File: src/rtl/ascii_sep_ctrl.sv
// rtl/ascii_sep_ctrl.sv - ASCII number-separation session controller
module ascii_sep_ctrl #(
  parameter int MAX_PAYLOAD    = 2048,
  parameter int TIMEOUT_CYCLES = 1000000
) (
  input  logic        clk,
  input  logic        rst_n,
  input  logic [7:0]  up_payload_data,
  input  logic        up_payload_valid,
  input  logic        up_payload_last,
  output logic        up_payload_ready,
  output logic [7:0]  val_payload_data,
  output logic        val_payload_valid,
  output logic        val_payload_last,
  input  logic        val_payload_ready,
  input  logic        val_done,
  input  logic        val_invalid,
  input  logic [15:0] val_length,
  output logic        val_rst_n,
  output logic        parse_start,
  output logic [15:0] parse_length,
  input  logic        parse_done,
  input  logic        parse_error,
  output logic        result_valid,
  input  logic        result_ready,
  output logic [2:0]  result_code,
  output logic [15:0] result_length,
  output logic        busy
);
  localparam int            TW       = $clog2(TIMEOUT_CYCLES);
  localparam logic [TW-1:0] TMO_LAST = TW'(TIMEOUT_CYCLES - 1);
  localparam logic [15:0]   MAX_LEN  = 16'(MAX_PAYLOAD);

  localparam logic [2:0] CODE_OK        = 3'd0;
  localparam logic [2:0] CODE_INVALID   = 3'd1;
  localparam logic [2:0] CODE_PARSE_ERR = 3'd2;
  localparam logic [2:0] CODE_TIMEOUT   = 3'd3;
  localparam logic [2:0] CODE_OVERFLOW  = 3'd4;

  typedef enum logic [2:0] {
    S_IDLE, S_RECV, S_DRAIN, S_WAIT_VAL, S_PARSE, S_REPORT, S_CLEAR
  } state_t;

  state_t        state_q, state_d;
  logic [15:0]   byte_cnt_q, byte_cnt_d;
  logic [TW-1:0] tmo_q, tmo_d;
  logic          val_rst_n_q, val_rst_n_d;
  logic          parse_start_q, parse_start_d;
  logic [15:0]   parse_length_q, parse_length_d;
  logic          result_valid_q, result_valid_d;
  logic [2:0]    result_code_q, result_code_d;
  logic [15:0]   result_length_q, result_length_d;

  logic fwd, drain, xfer, drained, activity, tmo_hit, counting;

  // Zero-latency pass-through to the validator while receiving; drain swallows bytes
  always_comb begin
    fwd               = (state_q == S_IDLE) || (state_q == S_RECV);
    drain             = (state_q == S_DRAIN);
    val_payload_data  = up_payload_data;
    val_payload_last  = up_payload_last;
    val_payload_valid = up_payload_valid & fwd;
    up_payload_ready  = (val_payload_ready & fwd) | drain;
    xfer              = up_payload_valid & val_payload_ready & fwd;
    drained           = up_payload_valid & drain;
    activity          = xfer | drained;
    tmo_hit           = (tmo_q == TMO_LAST);
    counting          = (state_q == S_RECV) || (state_q == S_DRAIN) ||
                        (state_q == S_WAIT_VAL) || (state_q == S_PARSE);
  end

  // Next-state logic; done events are checked before the timeout so they win a tie
  always_comb begin
    state_d        = state_q;
    result_code_d  = result_code_q;
    parse_start_d  = 1'b0;
    parse_length_d = parse_length_q;
    case (state_q)
      S_IDLE, S_RECV: begin
        if (xfer) begin
          if (up_payload_last) begin
            state_d = S_WAIT_VAL;
          end else if (byte_cnt_q + 16'd1 == MAX_LEN) begin
            state_d = S_DRAIN;
          end else begin
            state_d = S_RECV;
          end
        end else if ((state_q == S_RECV) && tmo_hit) begin
          state_d       = S_REPORT;
          result_code_d = CODE_TIMEOUT;
        end
      end
      S_DRAIN: begin
        if (drained && up_payload_last) begin
          state_d       = S_REPORT;
          result_code_d = CODE_OVERFLOW;
        end else if (!drained && tmo_hit) begin
          state_d       = S_REPORT;
          result_code_d = CODE_TIMEOUT;
        end
      end
      S_WAIT_VAL: begin
        if (val_done) begin
          if (val_invalid) begin
            state_d       = S_REPORT;
            result_code_d = CODE_INVALID;
          end else begin
            state_d        = S_PARSE;
            parse_start_d  = 1'b1;
            parse_length_d = val_length;
          end
        end else if (tmo_hit) begin
          state_d       = S_REPORT;
          result_code_d = CODE_TIMEOUT;
        end
      end
      S_PARSE: begin
        if (parse_done) begin
          state_d       = S_REPORT;
          result_code_d = parse_error ? CODE_PARSE_ERR : CODE_OK;
        end else if (tmo_hit) begin
          state_d       = S_REPORT;
          result_code_d = CODE_TIMEOUT;
        end
      end
      S_REPORT: begin
        if (result_ready) state_d = S_CLEAR;
      end
      S_CLEAR: begin
        state_d = S_IDLE;
      end
      default: begin
        state_d = S_IDLE;
      end
    endcase
  end

  // Byte and inactivity counters plus registered result/clear outputs
  always_comb begin
    byte_cnt_d = byte_cnt_q;
    if ((state_d == S_IDLE) && (state_q != S_IDLE)) begin
      byte_cnt_d = '0;
    end else if (activity) begin
      byte_cnt_d = byte_cnt_q + 16'd1;
    end
    tmo_d = '0;
    if ((state_d == state_q) && !activity && counting) begin
      tmo_d = tmo_q + 1'b1;
    end
    result_length_d = result_length_q;
    if ((state_d == S_REPORT) && (state_q != S_REPORT)) begin
      result_length_d = byte_cnt_d;
    end
    result_valid_d = (state_d == S_REPORT);
    val_rst_n_d    = (state_d != S_CLEAR);
  end

  // State and output registers
  always_ff @(posedge clk or negedge rst_n) begin
    if (!rst_n) begin
      state_q         <= S_IDLE;
      byte_cnt_q      <= '0;
      tmo_q           <= '0;
      val_rst_n_q     <= 1'b1;
      parse_start_q   <= 1'b0;
      parse_length_q  <= '0;
      result_valid_q  <= 1'b0;
      result_code_q   <= CODE_OK;
      result_length_q <= '0;
    end else begin
      state_q         <= state_d;
      byte_cnt_q      <= byte_cnt_d;
      tmo_q           <= tmo_d;
      val_rst_n_q     <= val_rst_n_d;
      parse_start_q   <= parse_start_d;
      parse_length_q  <= parse_length_d;
      result_valid_q  <= result_valid_d;
      result_code_q   <= result_code_d;
      result_length_q <= result_length_d;
    end
  end

  assign val_rst_n     = val_rst_n_q;
  assign parse_start   = parse_start_q;
  assign parse_length  = parse_length_q;
  assign result_valid  = result_valid_q;
  assign result_code   = result_code_q;
  assign result_length = result_length_q;
  assign busy          = (state_q != S_IDLE);

endmodule
File: config.mk
export PLATFORM = sky130hd
export DESIGN_NAME = ascii_sep_ctrl
export DESIGN_NICKNAME = d
export VERILOG_FILES = /design/src/rtl/ascii_sep_ctrl.sv
export SDC_FILE = /design/constraint.sdc
export NUM_CORES = 1
export LEC_CHECK = 0
export CORE_ASPECT_RATIO = 0.6
export CORE_MARGIN = 3
export CORE_UTILIZATION = 45
export DETAILED_ROUTE_END_ITERATION = 10
export GPL_TIMING_DRIVEN = 1
export MAX_ROUTING_LAYER = met4
export PLACE_DENSITY = 0.8
export SYNTH_ARGS = -nofsm -noshare
export SYNTH_HDL_FRONTEND = slang
export SYNTH_SLANG_ARGS = --single-unit
File: constraint.sdc
create_clock -name clk -period 6.3 [get_ports clk]
set_input_delay 1.26 -clock clk [delete_from_list [all_inputs] [get_ports clk]]
set_output_delay 1.26 -clock clk [all_outputs]
set_load 0.05 [all_outputs]
## After elaboration in Yosys (flattened, before gate mapping)

Cells that the tools add are included.

- Register bits: 77
- Bits of input ports: 34
- Output and inout port bits: 50
- Word-level logic and storage cells: 82

- Add/sub/neg operators: 2
- Eq/ne operators: 15
- Multiplexer cells: 28
- Bitwise logic cells: 8
- Reduce and logical (&&, ||, !) cells: 20

Operator list:

| kind | count |
|---|---|
| $mux W3 | 16 |
| $mux W16 | 2 |
| $add A20 B1 Y20 const B | 1 |
| $eq A20 B20 Y1 const B | 1 |
| $mux W20 | 1 |
| $add A16 B1 Y16 const B | 1 |
| $eq A16 B12 Y1 const B | 1 |
| $pmux W3 S5 | 1 |
| $pmux W3 S4 | 1 |
| $eq A3 B3 Y1 const B | 3 |
| $ne A3 B3 Y1 const B | 3 |
| $logic_and A1 B1 Y1 | 7 |
| $eq A3 B2 Y1 const B | 2 |
| $logic_not A3 Y1 | 2 |
| $mux W2 | 3 |
| $and A1 B1 Y1 | 5 |
| $reduce_and A5 Y1 | 1 |
| $logic_or A1 B1 Y1 | 4 |
| $mux W1 | 4 |
| $ne A2 B2 Y1 const B | 2 |
| $reduce_bool A4 Y1 | 1 |
| $eq A3 B1 Y1 const B | 1 |
| $eq A3 B3 Y1 | 1 |
| $ne A3 B1 Y1 const B | 1 |
| 6 further kinds | 8 |

## Logic depth before layout (Yosys ltp)

- Depth after elaboration: 11
- Depth in mapped cells: 8
- Mapped depth without buffers: 7

## Worst setup path after synthesis

OpenSTA, ideal clock, no wires.

- Path type: input-to-output
- From: input port val_payload_ready
- To: output port up_payload_ready
- Data arrival time: 2.158 ns
- Data required time: 5.040 ns
- Setup slack: 2.882 ns
- Stages: 2
- Path buffers: 0
- Cells stage by stage: nand2b_1 a21oi_1

- Longest elaborated chain between the ends: 2

RTL lines:

| element | RTL line | source |
|---|---|---|
| start, declared | 15 | `input logic val_payload_ready,` |
| $and A1 B1 Y1 | 63 | `up_payload_ready = (val_payload_ready & fwd) \| drain;` |
| $or A1 B1 Y1 | 63 |  |
| end, declared | 11 | `output logic up_payload_ready,` |

Every way passes these cells.

## Worst setup path in the final report

- From: input port up_payload_valid
- To: output port val_payload_valid

- Longest elaborated chain between the ends: 1

RTL lines:

| element | RTL line | source |
|---|---|---|
| start, declared | 9 | `input logic up_payload_valid,` |
| $and A1 B1 Y1 | 62 | `val_payload_valid = up_payload_valid & fwd;` |
| end, declared | 13 | `output logic val_payload_valid,` |

Every way passes these cells.

==> flow_summary.yaml <==
routing:
  wl_per_cell_um: 16.0
  vias: 3143
  viasPerCell: 5.49
  first_iter_violations: 268
  drc: 0
  ant_nets: 0
  drt-pass1-iter-count: 5
  wl_mm: 9.15
grt:
  grt_pass1_vias: 3046
  grt_usage_pct: 19.7
  grt_pass1_wl_mm: 15.2
  grt-ovfl-total: 0
  antenna_found_initial: 0
  grt_max_degree: 78
worst_setup_path:
  endpoint_kind: "output port"
  rr_startpoint: "tmo_q[6]"
  reg2reg_to: "result_length[9]"
  arrival_ns: 3.14
  critPathRequiredTime_ns: 5.04
  r2r_slack_ns: 3.77
  reg2reg_depth: 6
  critical_path_class: "input pin to output port"
  critPathMaxFanout: 12
  startpoint_type: "input pin"
outcome:
  status: "finished clean"
clock_tree:
  cts_buffer_depth: 2
  path_clk_slew_ns: 0.06
  numCtsBuffers: 9
  cts_setup_buffers: 0
  cts_tree: "built"
  root_buffer: "clkbuf_16"
  cts-resized-gates: 0
  cts_hold_buf: 0
  clk_latency_ns: 0.34
  cts_sinks: 77
  htreeDepth: 3
hold_path:
  min-delay-start: "parse_length[6]"
  min_path_type: "flip-flop to flip-flop"
  min_delay_path_depth: 2
  holdPathEnd: "parse_length[6]"
timing:
  skew_ns: 0.00705
  setup_viol: 0
  hold_viol_final: 0
  min_period_ns: 4.40
  fin_crit_sh_pct: 69.9
  max_freq_mhz: 227
  maxSlewHeadroom_pct: 37.6
  rsz0062_at_grt: "false"
  timing.hold.ws_ns: 0.474
  fin_tns_setup_ns: 0
  final_max_slew_viol_count: 0
  worst_pin_slew_ns: 0.936
run:
  cap_violations: 0
pwr:
  ir_worst_vdd_mv: 0.318
  cellLeakagePower_nw: 2.15
  pwr_density_cell_nw_per_um2: 443
logic_synthesis:
  postSynthAreaPerCell_um2: 9.82
  yosysSeqAreaShare_pct: 48.4
  synth_top_flop_cell: "dfrtp_1"
  synth_edf_count: 0
  synthTopCellsByArea: "dfrtp_1 48%, nand2_1 6.5%, xor2_1 4.4%"
  syn-num-nets: 442
  synth_top_area_share_pct: 47.7
  synth_seq_cells: 77
  ys_async_sr_fraction_pct: 100
  yosysWarnings: 0
  synth_top_area_cell: "dfrtp_1"
  synthCells: 406
  ys_types: 54
  syn_area_um2: 3990
placement:
  gp_congestion: 1.02
  io_buffers: 67
  dp_hpwl_mm: 6.59
finish:
  final_cell_mix: "76 x dfrtp_1, 69 x nand2_1, 66 x clkdlybuf4s50_1"
  layout_commonest_cell: "dfrtp_1"
  nets: 495
  drive_above_1_share_pct: 10.8
  antenna_cells: 0
  syn2layout_area_growth_pct: 24.4
  fillCellCount: 671
die:
  start_util_pct: 48.4
  die_y_um: 78.9
  die_area_um2: 10100
  rows: 25
  core-area_um2: 8230
  die_x_um: 127
  ioPinCount: 84
==> metal layers <==
metal | up-vias | share of wire (%) | track usage (%)
met2 | 125 | 41 | 26.0
met3 | 20 | 8.7 | 6.92
met1 | 1499 | 49 | 27.8
li1 | 1499 | - | -
met5 | - | 0 | -
met4 | 0 | 1.7 | 7.28
==> logic make-up after synthesis <==
family | after synthesis | synth area share (%)
xor gates and xnor gates | 39 | 8.57
muxes | 16 | 5.37
and+or+nand+nor | 195 | 24.2
adders and majority gates | 2 | 0.628
AOI/OAI and AO/OA | 44 | 7.94
DFF | 77 | 48.4
buffers and inverters | 33 | 4.93
==> power breakdown <==
part	leakage, nW	switching (mW)	internal (mW)
combinational	0.952	0.594	0.320
clock	0.163	0.208	0.360
sequential	1.04	0.110	0.603
total	2.15	0.913	1.28
==> final cells by class <==
type | instances | area [µm²] | share of cell area (%)
clock buffer | 10 | 239 | 4.82
clock inverter | 6 | 91.3 | 1.84
inverter | 7 | 26.3 | 0.530
multi-input combinational | 296 | 1860 | 37.5
sequential | 77 | 1930 | 38.9
tap | 108 | 135 | 2.73
timing repair buffer | 68 | 676 | 13.6
==> cells in the mapped netlist (2+ instances only) <==
cell and count:
xor2_1 20, ha_1 2, nand3_1 17, and4_1 2, mux2_2 7, nor2b_1 4
o22ai_1 2, o31ai_1 4, nand2_1 69, nor2_1 46, nor3_1 9, a31oi_1 6
a211o_1 3, inv_1 6, a21oi_1 9, buf_4 10, and2b_2 3, xnor2_1 19
nor4_1 6, clkbuf_8 2, mux2_4 9, and3_2 2, clkbuf_1 12, buf_6 2
and2_1 3, nand2b_1 6, dfrtp_1 76, nand4_1 14, and3_1 3, or3_1 3
o211ai_1 3, o21ai_0 5
==> stage by stage <==
step                worst slack, ns  util [%]  power, mW  cell area, µm²  std cells
floorplan                      2.88         -       1.36            3990        406
detailed placement             1.93      56.2       1.63            4630        556
finish                         1.90      60.2       2.20            4960        572
global route                   1.79      60.2       2.30            4960        572
global placement               1.97      56.2       1.61            4630        556
CTS                            1.93      60.2       2.20            4960        572
==> registers in the layout (all words and copies together) (netlist names) <==
signal and flops:
byte_cnt_q 16, state_q 3, tmo_q 20, result_valid 1, result_code 3, parse_length 16
parse_start 1, val_rst_n 1, result_length 16
==> critical path, cell delays in order <==
cell	delay, ns
clkdlybuf4s50_1	0.71
nand2b_1	0.23
nor2_1	0.14
clkdlybuf4s50_1	0.81
==> how the worst max path moves through the flow <==
stage / from / end / slack, ns
floorplan: val_payload_ready / up_payload_ready / 2.88
global placement: up_payload_valid / val_payload_valid / 1.97
detailed placement: up_payload_valid / val_payload_valid / 1.93
CTS: up_payload_valid / val_payload_valid / 1.93
global route: up_payload_valid / val_payload_valid / 1.79
finish: up_payload_valid / val_payload_valid / 1.90
Power figures use the tool's default switching activity.
